### src/rtl/booth_seq_multiplier.sv
// rtl/booth_seq_multiplier.sv - radix-2 sequential Booth multiplier with start/done handshake
module booth_seq_multiplier #(
    parameter int WIDTH = 8
) (
    input  logic                 clk_i,
    input  logic                 rst_ni,
    input  logic                 start_i,
    input  logic [WIDTH-1:0]     multiplicand_i,
    input  logic [WIDTH-1:0]     multiplier_i,
    output logic                 busy_o,
    output logic                 done_o,
    output logic [2*WIDTH-1:0]   product_o
);

    localparam int CW = $clog2(WIDTH + 1);
    localparam logic [WIDTH:0]  ONE_A      = {{WIDTH{1'b0}}, 1'b1};
    localparam logic [CW-1:0]   COUNT_ONE  = CW'(1);
    localparam logic [CW-1:0]   COUNT_INIT = CW'(WIDTH);

    typedef enum logic [1:0] {
        S_IDLE = 2'd0,
        S_RUN  = 2'd1,
        S_DONE = 2'd2
    } state_t;

    state_t               state_q;
    logic [WIDTH:0]       a_q;
    logic [WIDTH:0]       m_q;
    logic [WIDTH-1:0]     q_q;
    logic                 q1_q;
    logic [CW-1:0]        count_q;
    logic [2*WIDTH-1:0]   product_q;

    logic [WIDTH:0]       sum_d;
    logic [WIDTH:0]       a_d;
    logic [WIDTH-1:0]     q_d;
    logic                 q1_d;

    // One Booth iteration: add/subtract M by the {Q0,Q_1} pair, then arithmetic shift of {A,Q,Q_1}.
    // A carries an extra sign bit, so A-M with M = -2^(WIDTH-1) still fits.
    always_comb begin
        sum_d = a_q;
        unique case ({q_q[0], q1_q})
            2'b01:   sum_d = a_q + m_q;
            2'b10:   sum_d = a_q + ~m_q + ONE_A;
            default: sum_d = a_q;
        endcase
        a_d  = {sum_d[WIDTH], sum_d[WIDTH:1]};
        q_d  = {sum_d[0], q_q[WIDTH-1:1]};
        q1_d = q_q[0];
    end

    // Control FSM and datapath registers; product latched on the last iteration and held after.
    always_ff @(posedge clk_i or negedge rst_ni) begin
        if (!rst_ni) begin
            state_q   <= S_IDLE;
            a_q       <= '0;
            m_q       <= '0;
            q_q       <= '0;
            q1_q      <= 1'b0;
            count_q   <= '0;
            product_q <= '0;
        end else begin
            unique case (state_q)
                S_IDLE: begin
                    if (start_i) begin
                        a_q     <= '0;
                        q_q     <= multiplier_i;
                        q1_q    <= 1'b0;
                        m_q     <= {multiplicand_i[WIDTH-1], multiplicand_i};
                        count_q <= COUNT_INIT;
                        state_q <= S_RUN;
                    end
                end
                S_RUN: begin
                    a_q     <= a_d;
                    q_q     <= q_d;
                    q1_q    <= q1_d;
                    count_q <= count_q - COUNT_ONE;
                    if (count_q == COUNT_ONE) begin
                        product_q <= {a_d[WIDTH-1:0], q_d};
                        state_q   <= S_DONE;
                    end
                end
                S_DONE: begin
                    state_q <= S_IDLE;
                end
                default: begin
                    state_q <= S_IDLE;
                end
            endcase
        end
    end

    assign busy_o    = (state_q == S_RUN);
    assign done_o    = (state_q == S_DONE);
    assign product_o = product_q;

endmodule

### config.mk
export PLATFORM = sky130hd
export DESIGN_NAME = booth_seq_multiplier
export DESIGN_NICKNAME = d
export VERILOG_FILES = /design/src/rtl/booth_seq_multiplier.sv
export SDC_FILE = /design/constraint.sdc
export NUM_CORES = 1
export LEC_CHECK = 0
export CAP_MARGIN = 0
export CORE_ASPECT_RATIO = 1.1
export CORE_MARGIN = 4
export CORE_UTILIZATION = 52
export CTS_BUF_LIST = sky130_fd_sc_hd__clkbuf_16
export CTS_CLUSTER_SIZE = 10
export DETAILED_ROUTE_END_ITERATION = 10
export PLACE_DENSITY = 0.76
export SLEW_MARGIN = 20
export SYNTH_ARGS = -nofsm -noshare
export SYNTH_HDL_FRONTEND = slang
export SYNTH_SLANG_ARGS = --single-unit
### constraint.sdc
create_clock -name clk_i -period 2.9 [get_ports clk_i]
set_input_delay 0.725 -clock clk_i [delete_from_list [all_inputs] [get_ports clk_i]]
set_output_delay 0.725 -clock clk_i [all_outputs]
set_load 0.005 [all_outputs]
Word level (Yosys, flattened, before mapping). Cells that the tools add are included. Widths: inputs -> output; s select.

Flip-flop bits (word level): 48. Output and inout port bits: 18.

Add/sub/neg operators: 4. Equal/unequal tests: 7. Muxes and demuxes: 12. Bitwise logic cells: 1. Reductions and logical operators: 6.

Operators with widths (number): $pmux 9 s2 (2); $add 9x9->9 (2); $pmux 8 s2 (1); $add 9x1->9 const B (1); $mux 9 (1); $not 9->9 (1); $mux 8 (1); $pmux 4 s2 (1); $reduce_and 2->1 (4); $eq 2x1->1 const B (2); $eq 2x2->1 const B (2); $eq 4x1->1 const B (1); $mux 2 (2); $mux 4 (1); $pmux 2 s2 (1); $sub 4x1->4 const B (1); $logic_not 2->1 (1); $ne 2x1->1 const B (1); $ne 2x2->1 const B (1); $pmux 1 s2 (1); $reduce_bool 2->1 (1); $mux 1 (1).

Longest topological paths before layout.
Word-level depth: 5. Depth in mapped cells: 9. Mapped depth without buffers: 9.

Least setup slack after synthesis. Ideal clock, no wire load.

Path kind: flip-flop to flip-flop. From: register a_q[0]. To: register product_q[13], in the netlist product_o[13]. Arrival: 2.026 ns. Setup slack: 0.798 ns. Cell stages (with the launch flop): 10. Path buffers: 0. Clock period less this slack: 2.102 ns. Cell sequence: dfrtp_1 -> ha_1 -> inv_1 -> fa_1 -> o21ba_1 -> or3_1 -> o21a_1 -> o211a_1 -> o31a_1 -> o21ai_1.

Word-level cells in the longest chain between the ends: 3.

RTL lines: from (decl) (line 27) `logic [WIDTH:0] a_q;`; from (signal assigned) (line 57) `a_q <= '0;`; from (signal assigned) (line 67) `a_q <= '0;`; from (signal assigned) (line 76) `a_q <= a_d;`; $add 9x9->9 (line 45) `2'b10: sum_d = a_q + ~m_q + ONE_A;`; $add 9x1->9 (line 45); $pmux 9 s2 (*) (line 43) `unique case ({q_q[0], q1_q})`; to (signal assigned) (line 81) `product_q <= {a_d[WIDTH-1:0], q_d};`; to (decl) (line 32) `logic [2*WIDTH-1:0] product_q;`.

Every way passes the cells marked *; elsewhere a longest branch is shown, timed or not. A chain may end at the register's enable or synchronous reset.

Worst setup path in the final report.
From: register a_q[0]. To: register product_q[15], in the netlist product_o[15].

Same word-level chain as after synthesis.

==> results.json <==
{
  "status": "completed",
  "slew_violations": 0,
  "netlist.area_leader.share": 0.423,
  "end_kind": "register",
  "num_rows": 27,
  "rsz0062_at_grt": "false",
  "avgSynthCellArea_um2": 8.97,
  "coreArea_um2": 5100,
  "yosysSeqAreaShare": 0.423,
  "clockBufferDepth": 2,
  "finalWorstSetupSlack_ns": 0.555,
  "fin_setup_tns_ns": 0,
  "ctsResizeCount": 0,
  "crit_fanout": 4,
  "worst_slew_pin_slew_ns": 0.628,
  "cap_violations": 0,
  "viasPerCell": 5.54,
  "place.gp.congestion": 0.816,
  "cts.sinks": 47,
  "finalCritPeriodShare": 0.809,
  "critical-path-max-stage-delay_ns": 0.42,
  "grt_first_pass_wirelength_mm": 11.0,
  "grt_max_degree": 29,
  "postCtsHoldBufs": 0,
  "cp.required_ns": 3.04,
  "detailedRoute.firstPassIterationCount": 4,
  "seqCellArea_um2": 1180,
  "final_hold_viol_count": 0,
  "grt_use_total": 0.207,
  "cts_made_buffers": 5,
  "antenna_left": 0,
  "vdd.ir_drop.worst_uv": 645,
  "clock_latency_ns": 0.28,
  "h-tree-depth": 2,
  "synth_cells": 310,
  "layout.nets": 387,
  "multi_input_area_um2": 1440,
  "start_util": 0.545,
  "start_kind": "register",
  "antenna_cells": 0,
  "die_h_um": 84.7,
  "syn_area_um2": 2780,
  "dominantRegCellSynth": "dfrtp_1",
  "antenna_found_initial": 0,
  "finalClockSkew_ns": 0.00329,
  "pre_cts_ws_ns": 0.584,
  "cts_tree": "built",
  "synth-edff-count": 0,
  "clock.fmax_mhz": 426,
  "leakage_uw": 0.00151,
  "first_global_vias": 2336,
  "port_buffers": 36,
  "async_flop_share": 1.00,
  "powerDensity_nw_per_um2": 1240,
  "route.detailed.drc": 0,
  "clockRootBuffer": "clkbuf_16",
  "synth_cell_type_count": 55,
  "syn_nets": 351,
  "clk_pin_slew_worst_paths_ns": 0.06,
  "die-width_um": 77.7,
  "wirelength_mm": 6.47,
  "syn2layout_area_growth_pct": 20.1,
  "postCtsSetupRepairBufs": 0,
  "ys_ff_latch": 47,
  "hold_path.class": "primary input to asynchronous set/reset pin",
  "drt_iter0_markers": 114,
  "setup_viol": 0,
  "ios": 37,
  "via_count": 2322,
  "grt-ovfl-total": 0,
  "ys_warn_count": 0,
  "synth.largest_area_cell": "dfrtp_1",
  "cp_slowest_cell": "fa_1",
  "netlist_top_cells_area": "dfrtp_1, ha_1, nand2_1, o21ai_0, inv_1",
  "slew_headroom": 0.581,
  "min_period_ns": 2.35,
  "drt-wirelength-per-cell_um": 15.4,
  "worstPathCellList": "ha_1, inv_1, fa_1, o21ba_1, or3_1, o21ai_0, o21ai_1, a21oi_1, a31oi_1",
  "crit_arrival_ns": 2.49,
  "crit_type": "register to register",
  "dp.final_hpwl_mm": 4.82,
  "drive_above_1_share": 0.0576,
  "synth_common_cells": "nand2_1, dfrtp_1, o21ai_0, inv_1, ha_1",
  "synth.most_common_cell": "nand2_1",
  "die_area_um2": 6580,
  "fill_cells": 431
}
[state kept, by name, summed over array words and instances, names as in the netlist]
register / cells
m_q: 8
a_q: 8
q1_q: 1
count_q: 4
product_o: 16
state_q: 2
q_q: 8
[critical path, delay by kind of cell, from the launching register on]
kind / cells / cell delay (ns)
compound gates: 5 / 0.73
fa+ha+maj: 2 / 0.62
flops: 1 / 0.39
simple gates: 1 / 0.39
buf+inv: 1 / 0.06
[where the power goes]
| part | switching, uW | leakage, uW | internal (uW) |
|---|---|---|---|
| logic | 1340 | 0.000851 | 1060 |
| registers | 230 | 0.000580 | 973 |
| clock network | 222 | 0.0000762 | 311 |
[final cells by class]
type / instances / area share
clock buffer: 5 / 0.0375
clock inverter: 3 / 0.00375
inverter: 23 / 0.0259
multi-input combinational: 226 / 0.432
sequential: 47 / 0.352
tap: 72 / 0.0270
timing repair buffer: 43 / 0.122
[metrics by stage]
| step | hold WS (ns) | total power, uW | utilization | instances | area, um^2 |
|---|---|---|---|---|---|
| after floorplan | 0.429 | 2850 | - | 310 | 2780 |
| after global placement | 0.459 | 3530 | 0.628 | 411 | 3200 |
| after detailed placement | 0.463 | 3580 | 0.628 | 411 | 3200 |
| after CTS | 0.470 | 4140 | 0.655 | 419 | 3340 |
| after global routing | 0.494 | 4500 | 0.655 | 419 | 3340 |
| final | 0.460 | 4130 | 0.655 | 419 | 3340 |
[per-layer routing]
metal,vias to the layer above,wire [um],global-route usage
met5,-,0,0
met4,0,34,0.0550
met3,4,272,0.0311
met2,52,3120,0.343
met1,1117,3040,0.284
li1,1149,-,-
[cell families after synthesis]
group,Yosys count,synth area share
compound gates,90,0.214
xor+xnor,3,0.00945
fa+ha+maj,22,0.104
buf+inv,37,0.0589
flops,47,0.423
mux,4,0.0148
simple gates,107,0.175
[path summary, 6_finish.rpt]
check	cells after the start	slack, ns	endpoint	startpoint
min in group clk_i	2	0.48	product_o[6]$_DFFE_PN0P_	product_o[6]$_DFFE_PN0P_
min reg2reg	2	0.48	product_o[6]$_DFFE_PN0P_	product_o[6]$_DFFE_PN0P_
max	9	0.55	product_o[15]$_DFFE_PN0P_	a_q[0]$_DFFE_PN0P_
max reg2reg	9	0.55	product_o[15]$_DFFE_PN0P_	a_q[0]$_DFFE_PN0P_
max in group asynchronous	2	1.84	q_q[7]$_DFFE_PN0P_	rst_ni
min	1	0.46	count_q[2]$_DFFE_PN0P_	rst_ni
[layout by cell type (no fill, tap or decap), types with 4 or more instances in the layout]
cell,n
o21ai_0,29
inv_1,23
nand2b_1,4
nor2b_1,5
nor2_1,8
dfrtp_1,47
buf_4,7
a22oi_1,7
nor3_1,4
clkdlybuf4s50_1,35
a31oi_1,4
ha_1,20
nand2_1,62
o21ai_1,8
nand3_1,11
a21oi_1,6
clkbuf_16,5
o31a_1,4
o21a_1,7
Power figures use the tool's default switching activity.
